[src/rtl/ora_cmp_ctrl.sv]
// Comparison-based output response analyser back end: compares CUT response A against golden B
// over a fixed-length session and reports pass/fail, mismatch count and the first failing pattern.

module comp #(
   parameter int BITS = 2
) (
   input  logic [0:BITS-1] a,
   input  logic [0:BITS-1] b,
   output logic [0:BITS-1] diff,
   output logic            res
);

   assign diff = a ^ b;
   assign res  = |diff;

endmodule

module ora_cmp_ctrl #(
   parameter  int BITS     = 2,
   parameter  int PATTERNS = 16,
   parameter  int CNT_W    = 8,
   localparam int IDX_W    = $clog2(PATTERNS)
) (
   input  logic             clk,
   input  logic             rst_n,
   input  logic             start,
   input  logic             valid,
   input  logic [0:BITS-1]  A,
   input  logic [0:BITS-1]  B,
   output logic             busy,
   output logic             done,
   output logic             pass,
   output logic [CNT_W-1:0] mismatch_cnt,
   output logic [IDX_W-1:0] first_fail_idx,
   output logic [BITS-1:0]  first_fail_vec
);

   typedef enum logic [1:0] {
      IDLE,
      RUN,
      DONE
   } state_t;

   state_t           state;
   state_t           state_next;
   logic [IDX_W-1:0] idx;
   logic             fail_seen;
   logic [0:BITS-1]  diff;
   logic             res;
   logic             start_session;
   logic             sample;
   logic             last_sample;
   logic [CNT_W-1:0] cnt_next;

   comp #(.BITS(BITS)) u_comp (
      .a    (A),
      .b    (B),
      .diff (diff),
      .res  (res)
   );

   assign start_session = start && (state != RUN);
   assign sample        = valid && (state == RUN);
   assign last_sample   = sample && (idx == IDX_W'(PATTERNS - 1));
   assign cnt_next      = (res && (mismatch_cnt != '1)) ? mismatch_cnt + CNT_W'(1) : mismatch_cnt;

   // Status outputs decode the state register only, so nothing reaches them from the inputs.
   assign busy = (state == RUN);
   assign done = (state == DONE);

   always_ff @(posedge clk or negedge rst_n) begin
      if (!rst_n) begin
         state <= IDLE;
      end else begin
         state <= state_next;
      end
   end

   always_comb begin
      state_next = state;
      case (state)
         IDLE:    if (start) state_next = RUN;
         RUN:     if (last_sample) state_next = DONE;
         DONE:    if (start) state_next = RUN;
         default: state_next = IDLE;
      endcase
   end

   // The final sample of a session is still counted; pass looks at the count including it.
   always_ff @(posedge clk or negedge rst_n) begin
      if (!rst_n) begin
         mismatch_cnt   <= '0;
         first_fail_idx <= '0;
         first_fail_vec <= '0;
         idx            <= '0;
         fail_seen      <= 1'b0;
         pass           <= 1'b0;
      end else if (start_session) begin
         mismatch_cnt   <= '0;
         first_fail_idx <= '0;
         first_fail_vec <= '0;
         idx            <= '0;
         fail_seen      <= 1'b0;
         pass           <= 1'b0;
      end else if (sample) begin
         mismatch_cnt <= cnt_next;
         if (res && !fail_seen) begin
            first_fail_idx <= idx;
            first_fail_vec <= diff;
            fail_seen      <= 1'b1;
         end
         if (last_sample) begin
            pass <= (cnt_next == '0);
         end else begin
            idx <= idx + IDX_W'(1);
         end
      end
   end

endmodule
[config.mk]
export PLATFORM = sky130hd
export DESIGN_NAME = ora_cmp_ctrl
export DESIGN_NICKNAME = d
export VERILOG_FILES = /design/src/rtl/ora_cmp_ctrl.sv
export SDC_FILE = /design/constraint.sdc
export NUM_CORES = 1
export LEC_CHECK = 0
export BUFFER_PORTS_ARGS = -buffer_cell sky130_fd_sc_hd__buf_2
export CAP_MARGIN = 20
export CORE_MARGIN = 3
export CORE_UTILIZATION = 57
export DETAILED_ROUTE_END_ITERATION = 6
export GPL_ROUTABILITY_DRIVEN = 1
export PLACE_DENSITY = 0.81
export SLEW_MARGIN = 20
export SYNTH_ARGS = -nofsm -noshare
export SYNTH_HDL_FRONTEND = slang
export SYNTH_SLANG_ARGS = --single-unit
[constraint.sdc]
create_clock -name clk -period 5.6 [get_ports clk]
set_clock_uncertainty 0.2 [all_clocks]
set_input_delay 0.56 -clock clk [delete_from_list [all_inputs] [get_ports clk]]
set_output_delay 0.56 -clock clk [all_outputs]
set_load 0.005 [all_outputs]
==> results.yml, run 1 <==
yosys:
  yosysTopAreaCellShare: 0.4490
  yosys.cell_types.count: 41
  mappedNetlistArea_sq_um: 1226
  syn_avg_cell_area_sq_um: 9.360
  synth_top_cell_by_area: "dfrtp_1"
  synth.yosys.warnings: 0
  async_flop_share: 1.000
  postSynth.topFlopCell: "dfrtp_1"
  synth_edf_count: 0
  ys_ff_latch: 22
  netlist_instances: 131
  synth_fp_nets: 141
  synth_top_cells_by_area: "dfrtp_1, nand2_1, o21ai_0"
  post_synthesis_sequential_area_ratio: 0.4490
pwr:
  power.share.clock: 0.124
  power_frac_comb: 0.395
  power.switching_fraction: 0.4053
  p_per_area_nw_per_um2: 388.7
  net-switching-power_w: 0.0002190
  power.share.sequential: 0.481
  p_int_w: 0.0003213
  vdd.ir_drop.worst_uv: 265.9
  design_power_total_w: 0.0005403
  static-leakage-power_nw: 0.6442
placed_design:
  io_buffer_count: 24
  placedCellCount: 179
  gp_congestion: 0.8656
  postPlaceCellArea_sq_um: 1368
  place_ws_ps: 3329
  dp_hpwl_mm: 2.069
route:
  vias: 1085
  final_antenna_net_count: 0
  route.detailed.drc: 0
  routed_wirelength_mm: 2.722
  drt_first_iter_violations: 34
  detail_route.wl_per_cell_um: 14.96
  routed_via_density: 5.962
  firstDrtPassIters: 4
worst_hold_path:
  hp-class: "in2async"
floorplanning:
  boundaryPins: 25
  dieWidth_um: 52.38
  design.die.area_sq_um: 2744
  core_sq_um: 2002
  die-height_um: 52.38
  rows: 16
  initial_utilization: 0.6125
worst_setup_path:
  critical_path_arrival_ps: 2080
  cpPeakStageDelay_ps: 480
  top_delay_family_on_crit_path: "simple AND/OR/NAND/NOR gates"
  cell_chain_critical_path: "and3b_1 > nand4_1 > a311oi_1 > o211ai_1 > o31ai_2"
  timing.critical_path.from_type: "flip-flop"
  cp_num_buf_inv: 0
  worst_ep_required_time_ps: 5610
  critical_path_peak_fanout: 14
  timing_worst_setup_path_type: "reg2reg"
  critical-path-slowest-cell: "and3b_1"
  cp-end-kind: "flip-flop"
timing:
  finalCriticalPeriod_ps: 2074
  final-hold-violation-count: 0
  setup_tns_ps: 0
  grt_setup_unrepaired: "no"
  report.final.slew_viol_count: 0
  fin_ws_ps: 3526
  post-route-period-util: 0.3703
  timing_worst_slew_pin_value_ps: 484.0
  setup_violations: 0
  worst_rel_slew_slack: 0.6773
  achievable-frequency_mhz: 482.3
global_routing:
  grt_pass1_wl_mm: 4.554
  vias_in_the_first_global_route: 1027
  overflow: 0
  grt_antenna_before_repair: 0
  grt_start_max_net_pins: 23
  grt.total_usage: 0.2222
clocking:
  clock_latency_on_the_worst_skew_pair_ps: 290
  buffer_type_at_the_clock_tree_root: "clkbuf_4"
  clock_sink_count: 22
  clk_path_buf_depth: 2
  clock_tree.htree_level_count: 1
  postCtsSetupRepairBufs: 0
  cts.clk_slew.worst_paths_ps: 110
  tritoncts: "built"
  ctsHoldBuffers: 0
  cts-buffers-inserted: 3
  post_cts_resized: 0
cells_and_area:
  diodes: 0
  final_net_count: 167
  layout.cell_area.non_filler_sq_um: 1390
  area_growth_pct: 13.37
  layout.cells.non_filler: 182
  share_of_layout_cells_above_drive_strength_1: 0.2258
  fillCellCount: 165
run_status:
  run_status: "finished clean"
flow_run:
  cap_violations: 0
worst reg2reg max path, stage by stage (launching register included):
cell	delay (ps)
dfrtp_1	400
and3b_1	480
nand4_1	240
a311oi_1	270
o211ai_1	140
o31ai_2	260
path summary, 6_finish.rpt:
check,from,endpoint,slack [ps],depth (start not counted)
max,state[1],pass,3530,5
min,rst_n,first_fail_vec[0],10,1
max reg2reg,state[1],pass,3530,5
min reg2reg,first_fail_vec[0],first_fail_vec[0],330,2
max in group asynchronous,rst_n,first_fail_idx[0],4860,1
min in group clk,first_fail_vec[0],first_fail_vec[0],330,2
cell usage after synthesis, types with 2 or more instances:
| cell type | count |
|---|---|
| a311oi_1 | 3 |
| a21oi_1 | 8 |
| xnor2_1 | 2 |
| nor2_1 | 5 |
| inv_1 | 4 |
| and4b_1 | 2 |
| a211oi_1 | 2 |
| and3_1 | 2 |
| nand4_1 | 3 |
| xnor2_2 | 2 |
| dfrtp_1 | 22 |
| nand2_1 | 21 |
| mux2i_1 | 2 |
| o21ai_0 | 13 |
| nor3_1 | 4 |
| ha_1 | 2 |
| nor2b_1 | 2 |
| nand3_1 | 6 |
| clkbuf_1 | 2 |
| and4_1 | 3 |
registers in the layout, indices dropped and copies added, names as in the netlist:
signal          flops
mismatch_cnt        8
first_fail_idx      4
idx                 4
first_fail_vec      2
state               2
fail_seen           1
pass                1
layout by cell type (no fill, tap or decap), drive strengths merged, types with 3 or more instances in the layout:
cell type,n
buf,24
dfrtp,22
nand2,22
o21ai,13
a21oi,9
nand3,6
nor2,6
nor3,5
inv,4
xnor2,4
nand4,3
and4,3
a311oi,3
clkbuf,3
stage by stage:
step / hold slack, ps / util
6_report: 12.46 / 0.6944
3_3_place_gp: 303.4 / 0.6831
2_1_floorplan: 64.41 / -
5_1_grt: 27.64 / 0.6944
4_1_cts: 21.00 / 0.6944
3_5_place_dp: 314.6 / 0.6831
logic make-up after synthesis:
group / after synthesis / synth area share
AND/OR/NAND/NOR: 55 / 0.2408
AO/OA/AOI/OAI: 39 / 0.2102
flip-flops: 22 / 0.4490
buffers and inverters: 7 / 0.02244
XOR/XNOR: 4 / 0.04082
multiplexers: 2 / 0.01633
adder cells (fa/ha/maj): 2 / 0.02040
layer usage:
metal | vias up | part of all wire | GRT usage
met5 | - | 0 | 0
met4 | 0 | 0.0073 | 0.05106
met3 | 2 | 0.066 | 0.02849
met2 | 44 | 0.48 | 0.3719
met1 | 504 | 0.45 | 0.3042
li1 | 535 | - | -
cell type report:
class	instances	area, sq um	share of cell area
inverter	4	15.01	0.01080
tap	27	33.78	0.02430
timing repair buffer	24	120.1	0.08641
sequential	22	550.5	0.3960
clock buffer	3	22.52	0.01620
multi-input combinational	102	648.1	0.4662
power by group through the flow:
stage | Sequential (W) | Clock (W) | Combinational (W)
5_1_grt | 0.000266 | 0.0000761 | 0.000248
3_5_place_dp | 0.000263 | 0 | 0.000213
3_3_place_gp | 0.000258 | 0 | 0.000205
4_1_cts | 0.000259 | 0.0000689 | 0.000214
2_1_floorplan | 0.000253 | 0 | 0.000144
6_report | 0.000260 | 0.0000670 | 0.000213
(Power assumes the default switching activity.)
==> run 2, diff against run 1 <==
--- a/config.mk
+++ b/config.mk
@@ -8,10 +8,10 @@
 export BUFFER_PORTS_ARGS = -buffer_cell sky130_fd_sc_hd__buf_2
 export CAP_MARGIN = 20
 export CORE_MARGIN = 3
-export CORE_UTILIZATION = 57
+export CORE_UTILIZATION = 48
 export DETAILED_ROUTE_END_ITERATION = 6
 export GPL_ROUTABILITY_DRIVEN = 1
-export PLACE_DENSITY = 0.81
+export PLACE_DENSITY = 0.73
 export SLEW_MARGIN = 20
 export SYNTH_ARGS = -nofsm -noshare
 export SYNTH_HDL_FRONTEND = slang
==> constraint.sdc (replaced) <==
create_clock -name clk -period 1.7 [get_ports clk]
set_clock_uncertainty 0.2 [all_clocks]
set_input_delay 0.17 -clock clk [delete_from_list [all_inputs] [get_ports clk]]
set_output_delay 0.17 -clock clk [all_outputs]
set_load 0.005 [all_outputs]
==> results.yml, run 2 (synthesized netlist as in run 1, its figures left out) <==
placed_design:
  dp_hpwl_mm: 2.364
  placedCellCount: 201
  postPlaceCellArea_sq_um: 1554
  place_ws_ps: -42.28
  gp_congestion: 0.9258
  io_buffer_count: 24
run_status:
  run_status: "finished with violations"
  violated_checks: "setup timing"
route:
  route.met2.wl_mm: 1.777
  routed_via_density: 5.925
  vias: 1268
  detail_route.wl_per_cell_um: 16.01
  firstDrtPassIters: 4
  detail_route.wirelength.met1_mm: 1.361
  drt_first_iter_violations: 46
  met3_length_um: 185
  route.detailed.drc: 0
  final_antenna_net_count: 0
  routed.top_layer: "met4"
  routed_wirelength_mm: 3.427
worst_hold_path:
  holdCritStartpoint: "A[1]"
  min_delay_path_depth: 3
  hp-class: "in2reg"
  hold_path_end: "first_fail_vec[0]"
worst_setup_path:
  r2r_setup_slack_ps: -70
  cpPeakStageDelay_ps: 440
  critical_path_arrival_ps: 1780
  critical-path-slowest-cell: "dfrtp_2"
  critical_path_peak_fanout: 6
  cell_chain_critical_path: "nand4_1 > or2_4 > and4_1 > o211ai_1 > o31ai_2"
  cp_num_buf_inv: 0
  crit-reg2reg-launch: "mismatch_cnt[5]"
  worstRegToRegCells: 5
  cp-end-kind: "flip-flop"
  timing.critical_path.from_type: "flip-flop"
  crit-reg2reg-capture: "pass"
  top_delay_family_on_crit_path: "simple AND/OR/NAND/NOR gates"
  timing_worst_setup_path_type: "reg2reg"
  worst_ep_required_time_ps: 1710
floorplanning:
  core_sq_um: 2318
  dieWidth_um: 56.54
  initial_utilization: 0.5289
  design.die.area_sq_um: 3197
  die-height_um: 56.54
  rows: 17
  boundaryPins: 25
pwr:
  net-switching-power_w: 0.0008889
  power.share.sequential: 0.367
  power_frac_comb: 0.500
  p_per_area_nw_per_um2: 1306
  power.switching_fraction: 0.3928
  vdd.ir_drop.worst_uv: 851.4
  p_int_w: 0.001374
  power.share.clock: 0.133
  static-leakage-power_nw: 0.8089
timing:
  setup_tns_ps: -66.75
  grt_setup_unrepaired: "yes"
  final-hold-violation-count: 0
  achievable-frequency_mhz: 566.0
  timing_worst_slew_pin_value_ps: 502.6
  worst_rel_slew_slack: 0.6650
  finalCriticalPeriod_ps: 1767
  report.final.slew_viol_count: 0
  setup_violations: 1
  post-route-period-util: 1.039
  fin_ws_ps: -66.75
global_routing:
  vias_in_the_first_global_route: 1247
  grt_start_max_net_pins: 23
  grt.total_usage: 0.2112
  overflow: 0
  grt_pass1_wl_mm: 5.423
  grt_antenna_before_repair: 0
cells_and_area:
  final_net_count: 197
  layout.area.seq_sq_um: 555.5
  multi_input_comb_area_sq_um: 730.7
  largest_register_ffs: 8
  diodes: 0
  finalCoreUtilization: 0.7474
  layout.cell_area.non_filler_sq_um: 1733
  area_growth_pct: 41.33
  share_of_layout_cells_above_drive_strength_1: 0.4140
  registers.top_by_ff_count: "mismatch_cnt"
  largest_registers: "mismatch_cnt: 8 flops, first_fail_idx: 4 flops, idx: 4 flops"
  layout.cells.non_filler: 214
  mostFrequentLayoutCells: "buf_4, buf_2, nand2_1"
  layout_commonest_cell: "buf_4"
  fillCellCount: 170
clocking:
  clk_path_buf_depth: 2
  tritoncts: "built"
  clock_tree.htree_level_count: 1
  clock_sink_count: 22
  buffer_type_at_the_clock_tree_root: "clkbuf_4"
  cts-buffers-inserted: 3
  cts.clk_slew.worst_paths_ps: 130
  clock_latency_on_the_worst_skew_pair_ps: 310
flow_run:
  cap_violations: 0
-- run 2: changes by cell type in the layout (fill, tap and decap cells not counted), sizes merged --
cell	before	now
buf	24	51
clkbuf	3	4
dlygate4sd3	0	3
-- run 2: final cells by class --
class | instances | area share
multi-input cells | 102 | 0.4217
flip-flops and latches | 22 | 0.3206
repair buffers | 54 | 0.2079
clock buffers | 4 | 0.02094
well taps | 28 | 0.02022
inverters | 4 | 0.008664
-- run 2: stage by stage --
step	hold WS (ps)	power (W)
global route	70.89	0.002442
detailed placement	-36.24	0.001833
global placement	-38.42	0.001776
finish	59.68	0.002263
CTS	21.71	0.002147
floorplan	-325.6	0.001348
-- run 2: repair_timing --
| item | CTS | global route |
|---|---|---|
| pin swaps | 4 | 4 |
| buffers inserted | 1 | 5 |
| endpoints found under the hold margin | 24 | 1 |
| hold buffers | 2 | 1 |
| setup endpoints to repair | 1 | 7 |
| resized for setup | 2 | 17 |
-- run 2: worst max path at each step --
stage                     from   end  depth (start not counted)
6_report       mismatch_cnt[5]  pass                          5
4_1_cts               state[1]  pass                          5
5_1_grt        mismatch_cnt[5]  pass                          5
2_1_floorplan  mismatch_cnt[0]  pass                          6
3_3_place_gp   mismatch_cnt[1]  pass                          6
3_5_place_dp              B[1]  pass                          6
-- run 2: power groups by stage --
stage,clock network (W),registers (W),logic (W)
after floorplan,0,0.000856,0.000493
after global placement,0,0.000831,0.000945
after detailed placement,0,0.000841,0.000992
after CTS,0.000300,0.000830,0.00102
after global routing,0.000332,0.000860,0.00125
final,0.000301,0.000831,0.00113
-- run 2: worst register-to-register path, cell delays in order, from the launching register on --
cell	delay, ps
dfrtp_2	440
nand4_1	250
or2_4	320
and4_1	170
o211ai_1	190
o31ai_2	90
-- run 2: metal layers --
metal / vias up / track usage
met5: - / 0
met4: 0 / 0.06102
met3: 15 / 0.03218
met2: 62 / 0.3812
met1: 592 / 0.2562
li1: 599 / -
==> run 3, diff against run 2 <==
--- a/config.mk
+++ b/config.mk
@@ -5,6 +5,7 @@
 export SDC_FILE = /design/constraint.sdc
 export NUM_CORES = 1
 export LEC_CHECK = 0
+export ABC_CLOCK_PERIOD_IN_PS = 1700
 export BUFFER_PORTS_ARGS = -buffer_cell sky130_fd_sc_hd__buf_2
 export CAP_MARGIN = 20
 export CORE_MARGIN = 3
@@ -12,6 +13,7 @@
 export DETAILED_ROUTE_END_ITERATION = 6
 export GPL_ROUTABILITY_DRIVEN = 1
 export PLACE_DENSITY = 0.73
+export SKIP_LAST_GASP = 1
 export SLEW_MARGIN = 20
 export SYNTH_ARGS = -nofsm -noshare
 export SYNTH_HDL_FRONTEND = slang
==> results.yml, run 3 (synthesized netlist as in run 1, its figures left out) <==
worst_setup_path:
  timing_worst_setup_path_type: "reg2reg"
  critical_path_peak_fanout: 4
  cell_chain_critical_path: "nand4_1 > or2_4 > and4_1 > o211ai_1 > o31ai_2"
  critical_path_arrival_ps: 1750
  crit-reg2reg-launch: "mismatch_cnt[4]"
  cpPeakStageDelay_ps: 440
  setup.worst_path.end: "pass"
  worstRegToRegCells: 5
  crit-reg2reg-capture: "pass"
  cp-end-kind: "flip-flop"
  critical-path-slowest-cell: "dfrtp_1"
  worst_ep_required_time_ps: 1710
  r2r_setup_slack_ps: -40
  timing.critical_path.from_type: "flip-flop"
  worst_setup_path_startpoint: "mismatch_cnt[4]"
timing:
  post-route-period-util: 1.025
  worst_rel_slew_slack: 0.6642
  achievable-frequency_mhz: 573.9
  finalCriticalPeriod_ps: 1742
  setup_violations: 1
  timing_worst_slew_pin_value_ps: 503.7
  grt_setup_unrepaired: "yes"
  final-hold-violation-count: 0
  report.final.slew_viol_count: 0
  fin_ws_ps: -42.49
global_routing:
  grt_antenna_before_repair: 0
  grt.total_usage: 0.2112
  grt.busiest_layer: "met2"
  vias_in_the_first_global_route: 1247
  overflow: 0
  grtUsageMet2: 0.3812
  global_route.usage.met1: 0.2562
  grt_pass1_wl_mm: 5.423
  grt_use_met3: 0.03218
  grt_start_max_net_pins: 23
route:
  drt_first_iter_violations: 69
  vias: 1225
  routed_via_density: 5.778
  route.detailed.drc: 0
  firstDrtPassIters: 4
  final_antenna_net_count: 0
  detail_route.wl_per_cell_um: 15.61
  routed_wirelength_mm: 3.310
clocking:
  clk_path_buf_depth: 2
  cts.clk_slew.worst_paths_ps: 130
  cts-buffers-inserted: 3
  tritoncts: "built"
  clock_sink_count: 22
  clock_latency_on_the_worst_skew_pair_ps: 310
  clock_tree.htree_level_count: 1
  buffer_type_at_the_clock_tree_root: "clkbuf_4"
pwr:
  design_power_total_w: 0.002233
  vdd.ir_drop.worst_uv: 827.1
  power_frac_comb: 0.493
  p_int_w: 0.001357
  p_per_area_nw_per_um2: 1300
  static-leakage-power_nw: 0.7991
  power.share.clock: 0.135
  net-switching-power_w: 0.0008762
  power.switching_fraction: 0.3923
  power.share.sequential: 0.372
placed_design:
  io_buffer_count: 24
  gp_congestion: 0.9258
  postPlaceCellArea_sq_um: 1554
  dp_hpwl_mm: 2.364
cells_and_area:
  mostFrequentLayoutCells: "buf_2, buf_4, nand2_1"
  largest_registers: "mismatch_cnt: 8 flops, first_fail_idx: 4 flops, idx: 4 flops"
  layout.cell_area.non_filler_sq_um: 1718
  finalCoreUtilization: 0.7410
  layout_commonest_cell: "buf_2"
  share_of_layout_cells_above_drive_strength_1: 0.4076
  registers.top_by_ff_count: "mismatch_cnt"
  final_net_count: 195
  diodes: 0
  largest_register_ffs: 8
  area_growth_pct: 40.10
floorplanning:
  boundaryPins: 25
  rows: 17
  design.die.area_sq_um: 3197
  dieWidth_um: 56.54
  initial_utilization: 0.5289
  die-height_um: 56.54
  core_sq_um: 2318
run_status:
  violated_checks: "setup timing"
  run_status: "finished with violations"
flow_run:
  cap_violations: 0
worst_hold_path:
  hp-class: "in2reg"
-- run 3: cell types whose count changed in the layout (fill, tap and decap cells not counted), sizes merged --
cell / before / now
buf: 51 / 49
-- run 3: area by class of cell --
cell class | instances | area, sq um
clock buffer | 4 | 36.28
sequential | 22 | 555.5
multi-input combinational | 102 | 730.7
tap | 28 | 35.03
timing repair buffer | 52 | 345.3
fill | 172 | 600.6
inverter | 4 | 15.01
-- run 3: power groups by stage --
stage | registers (W) | clock network (W) | logic (W)
after floorplan | 0.000856 | 0 | 0.000493
after global placement | 0.000831 | 0 | 0.000945
after detailed placement | 0.000841 | 0 | 0.000992
after CTS | 0.000830 | 0.000300 | 0.00101
after global routing | 0.000859 | 0.000332 | 0.00122
final | 0.000831 | 0.000301 | 0.00110
-- run 3: how the worst min path moves through the flow --
stage                     slack, ps                end  cells past startpoint  start
after global placement          -40  first_fail_idx[1]                      1  rst_n
after floorplan                -330          fail_seen                      0  rst_n
final                            60  first_fail_vec[0]                      3   A[1]
after global routing             70  first_fail_vec[1]                      3   A[0]
after CTS                        20           state[1]                      3  valid
after detailed placement        -40  first_fail_idx[1]                      1  rst_n
-- run 3: what timing repair did --
item / 4_1_cts / 5_1_grt
resized for setup: 1 / 18
pin swaps: 4 / 4
hold buffers: 2 / 1
setup buffers: 1 / 3
hold endpoints to repair: 24 / 1
setup endpoints to repair: 1 / 8
-- run 3: critical path, delay by kind of cell, from the launching register on --
family | cells | cell delay (ps)
AND/OR/NAND/NOR | 3 | 730
AO/OA/AOI/OAI | 2 | 270
flip-flops | 1 | 440
-- run 3: per-layer routing --
metal,part of all wire,vias up
li1,-,598
met1,0.41,585
met2,0.54,35
met3,0.034,7
met4,0.013,0
met5,0,-
-- run 3: metrics by stage --
step	cells	setup slack [ps]	hold slack (ps)	TNS, ps
6_report	212	-42.49	59.09	-42.49
3_5_place_dp	201	-42.28	-36.24	-42.28
2_1_floorplan	131	8.560	-325.6	0
4_1_cts	208	-8.144	21.71	-13.88
3_3_place_gp	201	26.81	-38.42	0
5_1_grt	212	-140.4	68.62	-272.6
